### config.mk
export PLATFORM = sky130hd
export DESIGN_NAME = imem_dmem_arbiter
export DESIGN_NICKNAME = d
export VERILOG_FILES = /design/src/rtl/imem_dmem_arbiter_pkg.sv /design/src/rtl/imem_dmem_arbiter_pick.sv /design/src/rtl/imem_dmem_arbiter.sv
export SDC_FILE = /design/constraint.sdc
export NUM_CORES = 1
export LEC_CHECK = 0
export CELL_PAD_IN_SITES_DETAIL_PLACEMENT = 1
export CELL_PAD_IN_SITES_GLOBAL_PLACEMENT = 2
export CORE_MARGIN = 2
export CORE_UTILIZATION = 10
export CTS_BUF_LIST = sky130_fd_sc_hd__clkbuf_2 sky130_fd_sc_hd__clkbuf_4 sky130_fd_sc_hd__clkbuf_8
export CTS_CLUSTER_DIAMETER = 50
export CTS_CLUSTER_SIZE = 8
export DETAILED_ROUTE_END_ITERATION = 10
export PLACE_DENSITY_LB_ADDON = 0.1
export SLEW_MARGIN = 15
export SYNTH_ARGS = -nofsm -noshare
export SYNTH_HDL_FRONTEND = slang
export SYNTH_HIERARCHICAL = 1
export SYNTH_SLANG_ARGS = --single-unit
### constraint.sdc
create_clock -name clk_i -period 3.4 [get_ports clk_i]
set_input_delay 0.68 -clock clk_i [delete_from_list [all_inputs] [get_ports clk_i]]
set_output_delay 0.68 -clock clk_i [all_outputs]
set_load 0.005 [all_outputs]
### src/rtl/imem_dmem_arbiter_pkg.sv
// Shared types and constants for the unified instruction/data memory arbiter.
package arb_pkg;

  // Width of the IF starvation counter.
  localparam int STARVE_W = 4;

  // Width of the memory-latency down-counter. It must hold MEM_LAT values up to 4.
  localparam int LAT_W = 3;

  // Sequencer state: IDLE means the memory port is free, BUSY means an access is in flight.
  typedef enum logic {
    ARB_IDLE = 1'b0,
    ARB_BUSY = 1'b1
  } arb_state_e;

  // Which requester owns the access in flight, or which requester won arbitration.
  typedef enum logic [1:0] {
    OWN_NONE = 2'd0,
    OWN_IF   = 2'd1,
    OWN_LSU  = 2'd2
  } owner_e;

  // Increment that stops at lim instead of wrapping.
  function automatic logic [STARVE_W-1:0] sat_inc(input logic [STARVE_W-1:0] v,
                                                  input logic [STARVE_W-1:0] lim);
    return (v >= lim) ? lim : v + STARVE_W'(1);
  endfunction

endpackage

### src/rtl/imem_dmem_arbiter_pick.sv
// Combinational priority picker. LSU normally wins. IF wins once it has waited
// through STARVE_MAX LSU grants. IF is never eligible while the pipeline flushes.
module arb_pick
  import arb_pkg::*;
#(
  parameter int STARVE_MAX = 4
) (
  input  logic                en_i,
  input  logic                if_req_i,
  input  logic                lsu_req_i,
  input  logic                flush_i,
  input  logic [STARVE_W-1:0] starve_cnt_i,
  output owner_e              winner_o
);

  logic if_ok;
  logic starved;

  assign if_ok   = if_req_i & ~flush_i;
  assign starved = (starve_cnt_i == STARVE_W'(STARVE_MAX));

  // Select the winner for this arbitration slot.
  always_comb begin
    // NOTE: every combinational output gets a default first, so no path leaves it unassigned and no latch is inferred.
    winner_o = OWN_NONE;
    if (en_i) begin
      if (if_ok && starved) begin
        winner_o = OWN_IF;
      end else if (lsu_req_i) begin
        winner_o = OWN_LSU;
      end else if (if_ok) begin
        winner_o = OWN_IF;
      end
    end
  end

endmodule

### src/rtl/imem_dmem_arbiter.sv
// Arbiter and sequencer for one synchronous memory port shared by instruction
// fetch and the load/store unit. It grants one access per MEM_LAT cycles and
// routes each response to the requester that owns the access.
module imem_dmem_arbiter
  import arb_pkg::*;
#(
  parameter int MEM_LAT    = 1,
  parameter int STARVE_MAX = 4
) (
  input  logic        clk_i,
  input  logic        rst_ni,

  input  logic        if_req_i,
  input  logic [31:0] if_addr_i,
  output logic        if_gnt_o,
  output logic        if_rvalid_o,
  output logic [31:0] if_rdata_o,
  input  logic        flush_i,

  input  logic        lsu_req_i,
  input  logic        lsu_we_i,
  input  logic [3:0]  lsu_be_i,
  input  logic [31:0] lsu_addr_i,
  input  logic [31:0] lsu_wdata_i,
  output logic        lsu_gnt_o,
  output logic        lsu_rvalid_o,
  output logic [31:0] lsu_rdata_o,

  output logic        mem_req_o,
  output logic        mem_we_o,
  output logic [3:0]  mem_be_o,
  output logic [31:0] mem_addr_o,
  output logic [31:0] mem_wdata_o,
  input  logic [31:0] mem_rdata_i
);

  arb_state_e          state_q,  state_d;
  logic [LAT_W-1:0]    lat_q,    lat_d;
  owner_e              owner_q,  owner_d;
  logic                cancel_q, cancel_d;
  logic                store_q,  store_d;
  logic [STARVE_W-1:0] starve_q, starve_d;
  // Low for the first cycle after reset. All outputs stay quiet in that cycle.
  logic                live_q,   live_d;

  logic   live;
  logic   last_busy;
  logic   arb_en;
  logic   complete;
  owner_e winner;
  logic   if_gnt;
  logic   lsu_gnt;
  logic   lsu_store;

  // Outputs are forced quiet while reset is applied, even before the reset edge.
  assign live      = rst_ni & live_q;
  assign last_busy = (state_q == ARB_BUSY) && (lat_q == LAT_W'(1));
  assign arb_en    = live && ((state_q == ARB_IDLE) || last_busy);
  assign complete  = live && last_busy;

  arb_pick #(
    .STARVE_MAX (STARVE_MAX)
  ) u_pick (
    .en_i         (arb_en),
    .if_req_i     (if_req_i),
    .lsu_req_i    (lsu_req_i),
    .flush_i      (flush_i),
    .starve_cnt_i (starve_q),
    .winner_o     (winner)
  );

  assign if_gnt    = (winner == OWN_IF);
  assign lsu_gnt   = (winner == OWN_LSU);
  assign lsu_store = lsu_gnt & lsu_we_i;

  assign if_gnt_o  = if_gnt;
  assign lsu_gnt_o = lsu_gnt;

  // Drive the memory port from the winner in the grant cycle. It is all zero otherwise.
  always_comb begin
    mem_req_o   = 1'b0;
    mem_we_o    = 1'b0;
    mem_be_o    = 4'h0;
    mem_addr_o  = 32'h0;
    mem_wdata_o = 32'h0;
    unique case (winner)
      OWN_IF: begin
        mem_req_o  = 1'b1;
        mem_be_o   = 4'hF;
        mem_addr_o = if_addr_i;
      end
      OWN_LSU: begin
        mem_req_o   = 1'b1;
        mem_we_o    = lsu_we_i;
        mem_be_o    = lsu_we_i ? lsu_be_i : 4'hF;
        mem_addr_o  = lsu_addr_i;
        mem_wdata_o = lsu_we_i ? lsu_wdata_i : 32'h0;
      end
      default: ;
    endcase
  end

  // Route the completing response to its owner. A cancelled IF response, or an
  // IF response in a flush cycle, produces no if_rvalid_o. A store returns rdata 0.
  always_comb begin
    if_rvalid_o  = 1'b0;
    if_rdata_o   = 32'h0;
    lsu_rvalid_o = 1'b0;
    lsu_rdata_o  = 32'h0;
    if (complete) begin
      if (owner_q == OWN_IF && !cancel_q && !flush_i) begin
        if_rvalid_o = 1'b1;
        if_rdata_o  = mem_rdata_i;
      end
      if (owner_q == OWN_LSU) begin
        lsu_rvalid_o = 1'b1;
        lsu_rdata_o  = store_q ? 32'h0 : mem_rdata_i;
      end
    end
  end

  // Sequencer next state. Count down the access in flight, and start a new
  // access on a grant. A grant in the completion cycle overrides the return to IDLE.
  always_comb begin
    state_d  = state_q;
    lat_d    = lat_q;
    owner_d  = owner_q;
    cancel_d = cancel_q;
    store_d  = store_q;
    live_d   = 1'b1;

    if (state_q == ARB_BUSY) begin
      if (owner_q == OWN_IF && flush_i) begin
        cancel_d = 1'b1;
      end
      if (lat_q > LAT_W'(1)) begin
        lat_d = lat_q - LAT_W'(1);
      end else begin
        state_d  = ARB_IDLE;
        owner_d  = OWN_NONE;
        cancel_d = 1'b0;
        store_d  = 1'b0;
      end
    end

    if (winner != OWN_NONE) begin
      state_d  = ARB_BUSY;
      lat_d    = LAT_W'(MEM_LAT);
      owner_d  = winner;
      cancel_d = 1'b0;
      store_d  = lsu_store;
    end
  end

  // Starvation counter. It counts LSU grants that IF sat through and resets when
  // IF is served or stops asking.
  always_comb begin
    starve_d = starve_q;
    if (!if_req_i || if_gnt) begin
      starve_d = '0;
    end else if (lsu_gnt) begin
      starve_d = sat_inc(starve_q, STARVE_W'(STARVE_MAX));
    end
  end

  // State registers with synchronous active-low reset.
  always_ff @(posedge clk_i) begin
    // NOTE: sequential state uses non-blocking assignments, so all registers update together from pre-edge values.
    if (!rst_ni) begin
      state_q  <= ARB_IDLE;
      lat_q    <= '0;
      owner_q  <= OWN_NONE;
      cancel_q <= 1'b0;
      store_q  <= 1'b0;
      starve_q <= '0;
      live_q   <= 1'b0;
    end else begin
      state_q  <= state_d;
      lat_q    <= lat_d;
      owner_q  <= owner_d;
      cancel_q <= cancel_d;
      store_q  <= store_d;
      starve_q <= starve_d;
      live_q   <= live_d;
    end
  end

endmodule

==> reports/qor.csv, run 1 <==
metric;value;unit
status;complete, no violations;
pwr_density_cell;113;nW/um^2
initial_core_util;10.2;%
finalMaxSlewViolations;0;
cts_tree;yes;
place.gp.congestion;0.706;
grt_pass1_wl;17700;um
cts_root_buf;clkbuf_8;
cts_buffers;3;
coreArea;18800;sq um
cts_sinks;13;
cts.clk_slew.worst_paths;0.06;ns
die_w;142;um
crit_path_start_kind;primary input;
antennaDiodeCount;0;
grt_pass1_vias;3361;
syn_nets;417;
ir_drop;90.0;uV
leakagePower;2.30;nW
dp_cells;779;
cp.arrival;2.64;ns
critPathRequiredTime;2.72;ns
dieArea;20300;sq um
dp_slack;-0.371;ns
hold_viol_final;0;
crit_chain;clkdlybuf4s50_1 > inv_1 > o311a_4 > buf_4 > ha_4 > buf_12 > buf_4 > a22oi_1 > nor2b_1 > dlygate4sd2_1;
synth_area_leader_cell;and2_1;
cp_slowest_cell;clkdlybuf4s50_1;
num_vias;3091;
ant_nets;0;
critPathMaxFanout;21;
yosys_warnings;6;
post-synth-top-area-fraction;21.9;%
area.growth.synth_to_final;179;%
p_switching;154;uW
p_sw_share;25.4;%
stdcell_count;794;
cpPeakStageDelay;0.47;ns
drt_pass1_iterations;4;
clkLatencyLatePin;0.25;ns
hold_slack;0.476;ns
path_class;primary input to output port;
dieHeight;142;um
period_minus_slack;3.32;ns
grt_use_total;10.8;%
hold_path_class;flop to flop;
placed_cell_area;5130;sq um
clock_power_share;25.3;%
cts.htree.levels;1;
rsz0062_at_grt;yes;
path_common_cell;buf_4;
fin_crit_sh;97.8;%
layout.nets;705;
skew;0.00444;ns
tightest_slew;0.622;ns
pwr-share-comb;48.8;%
drv_cap;0;
drt-total-wl;11900;um
antenna_found_initial;0;
drive_gt1_share;11.1;%
dp_hpwl;9730;um
grt.overflow.total;0;
p_total;607;uW
clockBufferDepth;2;
synth_edf_count;0;
synth_common_cells;and2_1 (67), nor2b_1 (36), a22oi_1 (32), and3_1 (32), clkbuf_1 (18);
ioPinCount;276;
ys_seq_elements;13;
initialDrtViolationCount;45;
synth.avg_cell_area;7.02;sq um
drc_errors;0;
p_seq_share;25.9;%
synth.most_common_cell;and2_1;
fp-row-count;50;
syn-cell-area;1920;sq um
yosysUniqueCellTypes;34;
ys.flop_type;dfxtp_1;
portBuffers;275;
ys_seq_area_share;13.6;%
routedWlPerCell;14.9;um
vias_per_cell;3.89;
fmax;301;MHz
async_flop_share;0;%
endpoint_kind;output port;
fin_area;5350;sq um
grt_max_degree;34;
setup_slack;0.0762;ns
synth_area_leaders;and2_1 (22%), dfxtp_1 (14%), a22oi_1 (13%);
internal_power;453;uW
relSlewSlack;58.5;%
setup_viol;0;
syn_inst;273;
==> final timing paths <==
kind | from | to | depth (start not counted) | slack, ns
max | if_req_i | mem_addr_o[9] | 10 | 0.08
min | starve_q[2] | starve_q[2] | 2 | 0.48
max reg2reg | starve_q[3] | store_q | 10 | 1.01
min reg2reg | starve_q[2] | starve_q[2] | 2 | 0.48
==> sequential cells by signal (all words and copies together) (netlist names) <==
register,cells
starve_q,4
lat_q,3
owner_q,2
cancel_q,1
live_q,1
state_q,1
store_q,1
==> critical path: cells and delay by family <==
family          cells  cell delay (ns)
fa+ha+maj           1             0.17
simple gates        1             0.07
buf+inv             6             1.23
compound gates      2             0.47
==> timing repair <==
| item | in CTS | in global routing |
|---|---|---|
| gates resized for setup | 94 | 7 |
| pin swaps | 3 | 1 |
| buffers inserted | 9 | 0 |
| hold buffers | 0 | 0 |
| cloned | 2 | 0 |
| endpoints found under the hold margin | 0 | 0 |
| setup endpoints to repair | 103 | 13 |
==> layer usage <==
metal,global-route usage [%],wire length [um],vias to the layer above
li1,-,-,1508
met1,10.7,4100,1390
met2,21.4,6170,189
met3,4.34,1530,4
met4,1.41,70,0
met5,0,0,-
==> power by group through the flow <==
stage	combinational [mW]	clock, mW	sequential [mW]
6_report	0.296	0.153	0.157
3_3_place_gp	0.281	0	0.161
2_1_floorplan	0.0598	0	0.160
5_1_grt	0.319	0.165	0.158
3_5_place_dp	0.284	0	0.161
4_1_cts	0.299	0.159	0.157
==> cell families (layout without fill, tap and decap cells) <==
group | count (synthesis) | in the layout | synth area share, %
AND/OR/NAND/NOR | 166 | 166 | 55.0
AO/OA/AOI/OAI | 53 | 53 | 19.1
buffers and inverters | 34 | 321 | 8.03
flip-flops | 13 | 13 | 13.6
adder cells (fa/ha/maj) | 6 | 6 | 3.92
XOR/XNOR | 1 | 1 | 0.457
==> stage by stage <==
| stage | TNS (ns) | utilization [%] |
|---|---|---|
| after floorplan | 0 | - |
| after global placement | -24.33 | 27.4 |
| after detailed placement | -24.10 | 27.4 |
| after CTS | 0 | 28.3 |
| after global routing | -0.000755 | 28.5 |
| final | 0 | 28.5 |
==> cells in the final DEF, fill, tap and decap left out, drive strengths merged, types with 2 or more instances in the layout <==
cell / instances
nand3b: 3
nand3: 2
o22ai: 3
or4b: 2
clkdlybuf4s50: 203
nor3: 3
buf: 34
a21oi: 11
ha: 6
nor2b: 36
dfxtp: 13
inv: 8
clkdlybuf4s15: 3
clkbuf: 4
and3: 32
nand2b: 7
nand2: 8
and2: 67
a21boi: 2
dlygate4sd2: 68
nor3b: 2
a22oi: 32
o21ai: 2
==> cell type report <==
| class | count | area (sq um) |
|---|---|---|
| clock buffers | 4 | 48.8 |
| fillers | 2219 | 13400 |
| inverters | 8 | 30.0 |
| multi-input cells | 226 | 1620 |
| flip-flops and latches | 13 | 260 |
| well taps | 234 | 293 |
| repair buffers | 309 | 3100 |
(Power assumes the default switching activity.)
==> run 2, diff against run 1 <==
--- a/config.mk
+++ b/config.mk
@@ -13,6 +13,7 @@
 export CTS_CLUSTER_DIAMETER = 50
 export CTS_CLUSTER_SIZE = 8
 export DETAILED_ROUTE_END_ITERATION = 10
+export GPL_TIMING_DRIVEN = 0
 export PLACE_DENSITY_LB_ADDON = 0.1
 export SLEW_MARGIN = 15
 export SYNTH_ARGS = -nofsm -noshare
==> run 2 against run 1 <==
Against the previous run:
- first-iteration DRC count increased by 8.9%
- non-clock buffer count shrank 1
- final cell count down 0.13%
- cell area down 2.1%
- worst setup slack worse by 0.0015 ns
- wire length is 3.2% higher
- largest cell class unchanged
==> reports/qor.csv, run 2 (synthesis gave the netlist of run 1 again) <==
metric;value;unit;change
hold_viol_final;0;;unchanged
setup_slack;0.0748;ns;was 0.0762 ns
seq_area;263;sq um;was 260 sq um
dp_hpwl;10600;um;was 9730 um
ctsHoldBuffers;0;;unchanged
dp_cells;781;;was 779
p_switching;145;uW;was 154 uW
ir_drop;77.6;uV;was 90.0 uV
grt.overflow.total;0;;unchanged
fp-row-count;50;;unchanged
drt-total-wl;12200;um;was 11900 um
relSlewSlack;59.8;%;was 58.5%
area.growth.synth_to_final;173;%;was 179%
place.gp.congestion;0.711;;was 0.706
clock_power_share;25.3;%;about the same
fin_crit_sh;97.8;%;about the same
cp.arrival;2.65;ns;was 2.64 ns
p_sw_share;24.8;%;was 25.4%
drv_cap;0;;unchanged
cts_root_buf;clkbuf_8;;unchanged
grt_use_total;11.0;%;was 10.8%
r2r_start;starve_q[3];;unchanged
drive_gt1_share;9.84;%;was 11.1%
layout.nets;704;;was 705
largestRegisters;starve_q (4), lat_q (3), owner_q (2);;unchanged
fmax;301;MHz;about the same
period_minus_slack;3.33;ns;was 3.32 ns
clkLatencyLatePin;0.24;ns;was 0.25 ns
pwr-share-comb;47.7;%;was 48.8%
worstHoldEndpoint;starve_q[2];;unchanged
grt_pass1_wl;17800;um;was 17700 um
ant_nets;0;;unchanged
mostFrequentLayoutCells;clkdlybuf4s50_1 (222), and2_1 (67), dlygate4sd2_1 (38);;was clkdlybuf4s50_1 (203), dlygate4sd2_1 (68), and2_1 (67)
crit_path_start_kind;flop;;was primary input
grt_max_degree;11;;was 34
routedWlPerCell;15.4;um;was 14.9 um
initialDrtViolationCount;49;;was 45
whs_path_depth;2;;unchanged
dieHeight;142;um;unchanged
antennaDiodeCount;0;;unchanged
vias_per_cell;3.95;;was 3.89
nFillCells;2203;;was 2219
path_class;flop to output port;;was primary input to output port
setup_viol;0;;unchanged
multi_input_area;1580;sq um;was 1620 sq um
dp_slack;-1.26;ns;was -0.371 ns
critPathMaxFanout;10;;was 21
p_seq_share;26.9;%;was 25.9%
cts_buffers;3;;unchanged
rr_endpoint;lat_q[1];;was store_q
dieArea;20300;sq um;unchanged
pwr_density_cell;111;nW/um^2;was 113 nW/um^2
critPathRequiredTime;2.72;ns;about the same
fin_setup_tns;0;ns;unchanged
internal_power;439;uW;was 453 uW
top_register;starve_q;;unchanged
skew;0.00387;ns;was 0.00444 ns
num_vias;3135;;was 3091
cts.htree.levels;1;;unchanged
hold_path_class;flop to flop;;unchanged
hold_slack;0.482;ns;was 0.476 ns
ioPinCount;276;;unchanged
utilization;27.9;%;was 28.5%
grt_pass1_vias;3285;;was 3361
die_w;142;um;unchanged
clockBufferDepth;2;;unchanged
portBuffers;274;;was 275
cts.clk_slew.worst_paths;0.06;ns;about the same
final_common_cell;clkdlybuf4s50_1;;unchanged
reg2regPathDepth;7;;was 10
tightest_slew;0.602;ns;was 0.622 ns
status;complete, no violations;;unchanged
finalMaxSlewViolations;0;;unchanged
cp-startpoint;starve_q[3];;was if_req_i
coreArea;18800;sq um;unchanged
antenna_found_initial;0;;unchanged
initial_core_util;10.2;%;unchanged
drt_pass1_iterations;4;;unchanged
stdcell_count;793;;was 794
cts_tree;yes;;unchanged
leakagePower;2.31;nW;was 2.30 nW
drc_errors;0;;unchanged
largest_reg_flops;4;;unchanged
cts_sinks;13;;unchanged
r2r_setup_slack;1.13;ns;was 1.01 ns
worstHoldStart;starve_q[2];;unchanged
endpoint_kind;output port;;unchanged
[run 2: how the worst max path moves through the flow]
stage	slack [ns]	endpoint
CTS	0.005	mem_wdata_o[10]
global placement	-1.17	mem_addr_o[16]
global route	-0.008	mem_wdata_o[12]
detailed placement	-1.26	mem_addr_o[16]
finish	0.07	mem_wdata_o[30]
floorplan	0.52	mem_addr_o[0]
[run 2: power by group through the flow]
stage                     registers, mW  logic [mW]  clock network, mW
after floorplan                   0.160      0.0598                  0
after global placement            0.160       0.263                  0
after detailed placement          0.160       0.269                  0
after CTS                         0.157       0.281              0.152
after global routing              0.158       0.300              0.162
final                             0.157       0.279              0.148
[run 2: through the flow]
stage,power (mW),area (sq um)
2_1_floorplan,0.220,1920
3_3_place_gp,0.423,4950
3_5_place_dp,0.429,4950
4_1_cts,0.591,5180
5_1_grt,0.619,5240
6_report,0.584,5240
[run 2: cell type report]
type | count | area share (%)
tap | 234 | 5.59
sequential | 13 | 5.02
multi-input combinational | 226 | 30.1
buffer | 26 | 4.47
timing repair buffer | 282 | 53.3
clock buffer | 4 | 0.931
inverter | 8 | 0.621
[run 2: what timing repair did]
action | CTS | global route
pin swaps | 4 | 1
resized for setup | 97 | 25
setup endpoints to repair | 137 | 48
setup buffers | 7 | 1
[run 2: per-layer routing]
| layer | GRT usage (%) | part of all wire, % | vias to the layer above |
|---|---|---|---|
| li1 | - | - | 1504 |
| met1 | 11.3 | 35 | 1440 |
| met2 | 21.4 | 52 | 187 |
| met3 | 4.07 | 12 | 4 |
| met4 | 1.82 | 0.76 | 0 |
| met5 | 0 | 0 | - |
[run 2: critical path: stages (launching register included)]
cell and delay, ns:
dfxtp_1 0.32, or4b_4 0.55, o311a_4 0.41, ha_4 0.19
clkbuf_8 0.17, buf_4 0.17, and3_1 0.14, clkdlybuf4s50_1 0.45
